File: src/rtl/seg7_scan_ctrl.sv
// Binary-to-BCD (serial double-dabble) converter driving a multiplexed, active-low 7-segment display.
// Optional leading-zero blanking is enabled by defining SEG7_LEAD_BLANK_EN.
module seg7_scan_ctrl #(
  parameter int WIDTH    = 8,
  parameter int DIGITS   = 3,
  parameter int SCAN_DIV = 1024
) (
  input  logic              clk,
  input  logic              reset,
  input  logic              load,
  input  logic [WIDTH-1:0]  value,
  output logic              busy,
  output logic              done,
  output logic              ovf,
  output logic [6:0]        seg,
  output logic [DIGITS-1:0] an
);

  localparam int BW = 4 * DIGITS;
  localparam int CW = $clog2(WIDTH + 1);
  localparam int PW = (SCAN_DIV > 1) ? $clog2(SCAN_DIV) : 1;
  localparam int IW = (DIGITS > 1) ? $clog2(DIGITS) : 1;
  localparam logic [6:0] SEG_DASH  = 7'b0111111;
  localparam logic [6:0] SEG_BLANK = 7'b1111111;

  typedef enum logic {IDLE, CONV} state_t;

  state_t              state_q, state_d;
  logic [WIDTH-1:0]    val_q, val_d;
  logic [BW-1:0]       bcd_q, bcd_d, adj;
  logic [CW-1:0]       cnt_q, cnt_d;
  logic                oflag_q, oflag_d;
  logic [BW-1:0]       disp_q, disp_d;
  logic                ovf_q, ovf_d;
  logic                done_q, done_d;
  logic [PW-1:0]       presc_q, presc_d;
  logic [IW-1:0]       idx_q, idx_d;
  logic [6:0]          seg_q, seg_d;
  logic [DIGITS-1:0]   an_q, an_d;
  logic [3:0]          nib;
  logic                blank_sel;

  function automatic logic [6:0] enc(input logic [3:0] n);
    case (n)
      4'd0:    enc = 7'b1000000;
      4'd1:    enc = 7'b1111001;
      4'd2:    enc = 7'b0100100;
      4'd3:    enc = 7'b0110000;
      4'd4:    enc = 7'b0011001;
      4'd5:    enc = 7'b0010010;
      4'd6:    enc = 7'b0000010;
      4'd7:    enc = 7'b1111000;
      4'd8:    enc = 7'b0000000;
      4'd9:    enc = 7'b0011000;
      default: enc = SEG_BLANK;
    endcase
  endfunction

  always_comb begin
    state_d = state_q;
    val_d   = val_q;
    bcd_d   = bcd_q;
    cnt_d   = cnt_q;
    oflag_d = oflag_q;
    disp_d  = disp_q;
    ovf_d   = ovf_q;
    done_d  = 1'b0;
    adj     = bcd_q;
    for (int i = 0; i < DIGITS; i++) begin
      if (bcd_q[i*4 +: 4] >= 4'd5) adj[i*4 +: 4] = bcd_q[i*4 +: 4] + 4'd3;
    end
    case (state_q)
      IDLE: begin
        if (load) begin
          val_d   = value;
          bcd_d   = '0;
          cnt_d   = CW'(WIDTH);
          oflag_d = 1'b0;
          state_d = CONV;
        end
      end
      CONV: begin
        bcd_d   = {adj[BW-2:0], val_q[WIDTH-1]};
        val_d   = val_q << 1;
        cnt_d   = cnt_q - CW'(1);
        // A set bit leaving the top nibble means the value needs more digits than exist.
        oflag_d = oflag_q | adj[BW-1];
        if (cnt_q == CW'(1)) begin
          disp_d  = bcd_d;
          ovf_d   = oflag_d;
          done_d  = 1'b1;
          state_d = IDLE;
        end
      end
      default: state_d = IDLE;
    endcase
  end

  always_comb begin
    presc_d = presc_q + PW'(1);
    idx_d   = idx_q;
    if (presc_q == PW'(SCAN_DIV - 1)) begin
      presc_d = '0;
      idx_d   = (idx_q == IW'(DIGITS - 1)) ? '0 : idx_q + IW'(1);
    end
    nib       = 4'd0;
    blank_sel = 1'b0;
    for (int i = 0; i < DIGITS; i++) begin
      if (idx_q == IW'(i)) nib = disp_q[i*4 +: 4];
    end
`ifdef SEG7_LEAD_BLANK_EN
    begin
      logic zero_above;
      zero_above = 1'b1;
      for (int i = DIGITS - 1; i > 0; i--) begin
        zero_above = zero_above & (disp_q[i*4 +: 4] == 4'd0);
        if ((idx_q == IW'(i)) && zero_above) blank_sel = 1'b1;
      end
    end
`endif
    if (ovf_q)          seg_d = SEG_DASH;
    else if (blank_sel) seg_d = SEG_BLANK;
    else                seg_d = enc(nib);
    for (int i = 0; i < DIGITS; i++) begin
      an_d[i] = (idx_q != IW'(i));
    end
  end

  always_ff @(posedge clk or posedge reset) begin
    if (reset) begin
      state_q <= IDLE;
      val_q   <= '0;
      bcd_q   <= '0;
      cnt_q   <= '0;
      oflag_q <= 1'b0;
      disp_q  <= '0;
      ovf_q   <= 1'b0;
      done_q  <= 1'b0;
      presc_q <= '0;
      idx_q   <= '0;
      seg_q   <= 7'b1000000;
      an_q    <= ~DIGITS'(1);
    end else begin
      state_q <= state_d;
      val_q   <= val_d;
      bcd_q   <= bcd_d;
      cnt_q   <= cnt_d;
      oflag_q <= oflag_d;
      disp_q  <= disp_d;
      ovf_q   <= ovf_d;
      done_q  <= done_d;
      presc_q <= presc_d;
      idx_q   <= idx_d;
      seg_q   <= seg_d;
      an_q    <= an_d;
    end
  end

  assign busy = (state_q == CONV);
  assign done = done_q;
  assign ovf  = ovf_q;
  assign seg  = seg_q;
  assign an   = an_q;

endmodule
File: config.mk
export PLATFORM = sky130hd
export DESIGN_NAME = seg7_scan_ctrl
export DESIGN_NICKNAME = d
export VERILOG_FILES = /design/src/rtl/seg7_scan_ctrl.sv
export SDC_FILE = /design/constraint.sdc
export NUM_CORES = 1
export LEC_CHECK = 0
export CORE_MARGIN = 2
export CORE_UTILIZATION = 60
export CTS_BUF_LIST = sky130_fd_sc_hd__clkbuf_8
export DETAILED_ROUTE_END_ITERATION = 10
export PLACE_DENSITY = 0.89
export SETUP_SLACK_MARGIN = 0.1
export SYNTH_ARGS = -nofsm -noshare
export SYNTH_HDL_FRONTEND = slang
export SYNTH_SLANG_ARGS = --single-unit
File: constraint.sdc
create_clock -name clk -period 3.5 [get_ports clk]
set_input_delay 0.525 -clock clk [delete_from_list [all_inputs] [get_ports clk]]
set_output_delay 0.525 -clock clk [all_outputs]
set_load 0.01 [all_outputs]
==> results of run 1 <==
per-layer routing:
layer  GRT usage [%]  up-vias
met3            5.35       11
li1                -     1025
met4            11.7        0
met5               0        -
met1            27.0     1037
met2            33.1       50
worst paths after layout:
path | to | slack [ns] | cells after the start
min in group asynchronous | disp_q[8]$_DFFE_PP0P_ | 0.54 | 2
min reg2reg | presc_q[0]$_DFF_PP0_ | 0.48 | 1
max in group asynchronous | an[2]$_DFF_PP1_ | 2.26 | 3
max | busy | 1.31 | 2
max reg2reg | seg[6]$_DFF_PP1_ | 1.68 | 6
min | presc_q[0]$_DFF_PP0_ | 0.48 | 1
metrics by stage:
step	hold WS, ns	setup WS [ns]	cells	util, %
final	0.475	1.31	381	73.5
after global routing	0.500	1.20	381	73.5
after CTS	0.479	1.30	381	73.5
after detailed placement	0.470	1.24	365	68.6
after global placement	0.462	1.31	365	68.6
after floorplan	0.440	1.44	282	-
cell type report:
cell class / instances / area [µm²] / area share [%]
clock buffer: 12 / 165 / 4.70
clock inverter: 4 / 68.8 / 1.96
inverter: 17 / 63.8 / 1.81
multi-input combinational: 192 / 1320 / 37.5
sequential: 62 / 1560 / 44.2
tap: 67 / 83.8 / 2.38
timing repair buffer: 27 / 260 / 7.40
state kept, by name, indices dropped and copies added (netlist names):
name     count
an           3
bcd_q       12
busy         1
cnt_q        4
disp_q      12
done         1
idx_q        2
oflag_q      1
ovf          1
presc_q     10
seg          7
val_q        8
report_power, final:
part	internal, mW	total, mW	switching (mW)
clock network	0.455	0.721	0.265
registers	0.961	1.13	0.173
logic	0.535	1.11	0.576
total	1.95	2.97	1.01
synthesized netlist by cell type, types with 5 or more instances:
cell      number
nand3_1        6
nor2_1        11
o21ai_0       30
inv_1         16
a21oi_1       13
clkbuf_1       5
nand2_1       38
xnor2_1        7
ha_1          10
mux2i_1       22
dfrtp_1       59
nand2b_1       5
mux2_2         5
nor3b_1        9
kinds of logic after synthesis:
group | share of synthesized area, %
AO/OA/AOI/OAI | 12.8
AND/OR/NAND/NOR | 14.4
flip-flops | 51.8
buffers and inverters | 4.21
XOR/XNOR | 2.92
multiplexers | 9.71
adder cells (fa/ha/maj) | 4.17
==> impl_results.md, run 1 <==
- Vias in the first global route: approximately 1900
- Vias: about 2100
- CP Data Required Time: 2.97 ns
- CTS resizes: 0
- Iteration-0 DRC Markers: about 110
- TritonCTS Sinks: 62
- Row cnt: 25
- GR Util All Layers: 21.1%
- Clock buffer count from CTS: 9
- Total setup buffers inserted after CTS: 0
- Die Span X: between 70 and 80 µm
- Critical Path Max Stage Delay: approximately 0.62 ns
- Die H: 74.7 µm
- Detail Route met3 WL: about 180 µm
- CP max stage cell: clkdlybuf4s50_1
- Net Count, Synth: about 300
- Vias per cell: 5.57
- Clock-pin slew on the worst setup and hold paths: ~0.060 ns
- Largest net degree at the start of global routing: 43
- Cells after Synth: 282
- Clk buf depth: 2
- Fin. Hold Viols: 0
- Ys Warns: 0
- Minimum clock period: roughly 2.2 ns
- Worst setup SP type: register
- Post-synthesis cell type count: 42
- CTS Hold Bufs: 0
- Setup TNS: 0 ns
- Total gr overflow: 0
- Syn Area/Cell: around 11 µm²
- Crit Path Max Fanout: 42
- Most frequently used flop master after synthesis: dfrtp_1
- Worst Path Buf+Inv: 2
- Diode count: 0
- Commonest non-fill, non-tap cells in the layout: 59 x dfrtp_1, 38 x nand2_1, 30 x o21ai_0
- CP Data Arrival Time: about 1.7 ns
- Met2 WL: 2500 µm
- HPWL after DPL: ~3600 µm
- Leakage: around 1.6 nW
- Outcome: finished, final reports clean
- Peak VDD IR: about 0.55 mV
- Wire length on met1: ~2300 µm
- Min-delay src: presc_q[0]$_DFF_PP0_
- RR Startpoint: idx_q[1]$_DFFE_PP0N_
- First-pass GRT wire length: roughly 9000 µm
- Synth top area share: between 40% and 50%
- Syn-to-layout area delta: 17.2%
- Pwr dens: approximately 840 nW/µm²
- Overall Power: slightly below 3 mW
- Max Freq: ~460 MHz
- Port bufs: 23
- Max-capacitance violation count: 0
- Post-synthesis cell area: between 3000 and 4000 µm²
- Synth area leaders: dfrtp_1 49%, mux2i_1 7.3%, o21ai_0 5.0%, nand2_1 4.8%, ha_1 4.2%
- Max Slew Vio Count: 0
- Design Area, Final: roughly 3500 µm²
- Post-synth EDFFs: 0
- CP Class: reg2out
- Largest area contributor in the synthesized netlist: dfrtp_1
- Most common cell after layout, fill and taps aside: dfrtp_1
- DR DRC count: 0
- CTS root buf: clkbuf_8
- Crit-path cells: buf_4 -> clkdlybuf4s50_1
- Fraction of registers with async set or reset after synthesis: between 90% and 100%
- Initial antenna violation count: 0
- Worst path top cell family by delay: buffers and inverters
- Sequential area share after synthesis: roughly 52%
- CTS tree: done
- Drt wl/cell: about 14 µm
- Yosys reg bits: 62
- Placed cell area: around 3300 µm²
- FILL cells: 336
- Final setup fails: 0
- Top layer in use: met4
- CORE AREA: 4790 µm²
- Initial Util: around 63%
- Count of antenna-violating nets left after detailed routing: 0
- H-tree depth: 3
- Fraction of layout cells with a size suffix above 1: roughly 11%
- Final WL: ~5000 µm
- Slew Limit Headroom: approximately three fifths
- Critical path endpoint category: output port
- TritonRoute pass-1 iters: 5
- # nets final: 330
- Hold WC Path Type: reg2reg
- Slew @ Worst Pin: approximately 0.63 ns
- Critical path origin: busy$_DFF_PP0_
- Clk Latency, worst-skew pair: ~0.34 ns
- Unrepaired setup endpoints after global routing: false
- Final clock skew: 0.00633 ns
- GP Congestion: a little over 0.8
- Fin crit share: between 60% and 70%
- Die footprint: 5580 µm²
- IO Count: 24
No activity file was read; power rests on OpenSTA's default activity.
==> inputs of run 2 (changes only) <==
==> constraint.sdc (replaced) <==
create_clock -name clk -period 2.3 [get_ports clk]
set_input_delay 0.345 -clock clk [delete_from_list [all_inputs] [get_ports clk]]
set_output_delay 0.345 -clock clk [all_outputs]
set_load 0.01 [all_outputs]
==> run 2 against run 1 <==
- register-to-register slack lost 1.2 ns
- combinational power is 55% higher
- clock skew shrank 0.0021 ns
- routed wire length increased by 1.9%
- cell area decreased by 0.96%
- utilization fell by 0.71 points
- flip-flop and latch count unchanged
- global-route usage shrank 0.17 points
- sequential share of layout area is 0.43 points higher
- clock-buffer cell count is the same
- via count shrank 1.2%
==> impl_results.md, run 2 (same netlist as run 1, synthesis figures left out) <==
- CP Data Required Time: ~2.5 ns
- Critical Path Max Stage Delay: 0.55 ns
- CTS root buf: clkbuf_8
- IO Count: 24
- Worst Path Buf+Inv: 0
- Row cnt: 25
- Initial Util: a little over three fifths
- Worst slack, placed: roughly 0.55 ns
- TritonRoute pass-1 iters: 4
- Clk buf depth: 2
- Clock buffer count from CTS: 9
- Leakage: 1.61 nW
- Count of antenna-violating nets left after detailed routing: 0
- Vias per cell: between 5 and 6
- Total setup buffers inserted after CTS: 0
- DR DRC count: 0
- Most common cell after layout, fill and taps aside: dfrtp_1
- CP Data Arrival Time: ~2 ns
- Hold slack: 0.323 ns
- Setup TNS: 0 ns
- Max-capacitance violation count: 0
- Minimum clock period: roughly 1.8 ns
- Final WL: between 5000 and 6000 µm
- Vias: about 2100
- Worst Slack Setup Final: about 0.52 ns
- Critical path endpoint category: register
- Commonest non-fill, non-tap cells in the layout: 59 x dfrtp_1, 38 x nand2_1, 30 x o21ai_0
- GP Congestion: approximately 0.85
- Die footprint: between 5000 and 6000 µm²
- Fin. Hold Viols: 0
- Hold WC Path Type: in2async
- CTS tree: done
- First-pass GRT wire length: between 8000 and 9000 µm
- Worst path top cell family by delay: compound AO/OA/AOI/OAI gates
- Final setup fails: 0
- Worst setup SP type: register
- CTS Hold Bufs: 0
- CP Class: reg2reg
- Unrepaired setup endpoints after global routing: false
- TritonCTS Sinks: slightly above 60
- GR Util All Layers: 21.0%
- Total gr overflow: 0
- Syn-to-layout area delta: 16.0%
- Slew Limit Headroom: 68.3%
- Crit-path cells: mux2i_1 -> a2bb2oi_1 -> o21ai_0 -> a21o_1
- Vias in the first global route: 1925
- Drt wl/cell: roughly 14 µm
- Diode count: 0
- Pwr dens: between 1000 and 1500 nW/µm²
- Outcome: finished, final reports clean
- Max Freq: around 560 MHz
- Initial antenna violation count: 0
- # nets final: around 330
- CP max stage cell: dfrtp_1
- Clock-pin slew on the worst setup and hold paths: 0.07 ns
- Final clock skew: 0.00422 ns
- H-tree depth: 3
- Max Slew Vio Count: 0
- Crit Path Max Fanout: 7
- Iteration-0 DRC Markers: between 150 and 200
- CORE AREA: 4790 µm²
- Peak VDD IR: approximately 0.65 mV
- Die Span X: 74.7 µm
- Fin crit share: around 77%
- Slew @ Worst Pin: 0.471 ns
- HPWL after DPL: roughly 3600 µm
- Clk Latency, worst-skew pair: ~0.33 ns
- CTS resizes: 0
- Die H: approximately 75 µm
- Port bufs: 23
- Largest registers: bcd_q x12, disp_q x12, presc_q x10
- Fraction of layout cells with a size suffix above 1: 10.5%
- Largest net degree at the start of global routing: 45
run 2: cell types whose count changed in the layout (fill, tap and decap cells not counted), sizes merged:
cell    change
bufinv      -2
buf         +1
inv         +3
clkinv      -1
run 2: worst paths after layout:
check,cells past startpoint,slack [ns],endpoint,start
setup / recovery,4,0.52,seg[2]$_DFF_PP0_,idx_q[1]$_DFFE_PP0N_
hold / removal,2,0.32,presc_q[6]$_DFF_PP0_,reset
setup reg to reg,4,0.52,seg[2]$_DFF_PP0_,idx_q[1]$_DFFE_PP0N_
hold reg to reg,1,0.49,presc_q[0]$_DFF_PP0_,presc_q[0]$_DFF_PP0_
max in group asynchronous,3,1.42,val_q[6]$_DFFE_PP0P_,reset
min in group clk,1,0.49,presc_q[0]$_DFF_PP0_,presc_q[0]$_DFF_PP0_
run 2: worst reg2reg max path: stages, from the launching register on:
cell	delay (ns)
dfrtp_1	0.55
mux2i_1	0.28
a2bb2oi_1	0.43
o21ai_0	0.20
a21o_1	0.21
run 2: cell type report:
cell class	instances	area, µm²
Inverter	17	63.8
Multi-Input combinational cell	192	1320
Sequential cell	62	1560
Clock buffer	12	165
Fill cell	337	1300
Timing Repair Buffer	28	280
Clock inverter	4	15.0
Tap cell	67	83.8
run 2: power by group:
group | internal [mW] | total [mW] | switching (mW)
sequential | 1.46 | 1.72 | 0.259
combinational | 0.830 | 1.72 | 0.889
clock | 0.464 | 0.859 | 0.394
run 2: per-stage QoR:
stage	area [µm²]	cells	util, %	total power, mW
final	3480	382	72.8	4.30
after global routing	3480	382	72.8	4.60
after CTS	3480	382	72.8	4.31
after detailed placement	3300	366	69.0	3.43
after global placement	3300	366	69.0	3.34
after floorplan	3000	282	-	2.93
run 2: routing by layer:
metal  global-route usage (%)  wire [µm]
met5                        0          0
met4                     9.52        110
met3                     4.02        160
met2                     32.8       2410
met1                     28.6       2560
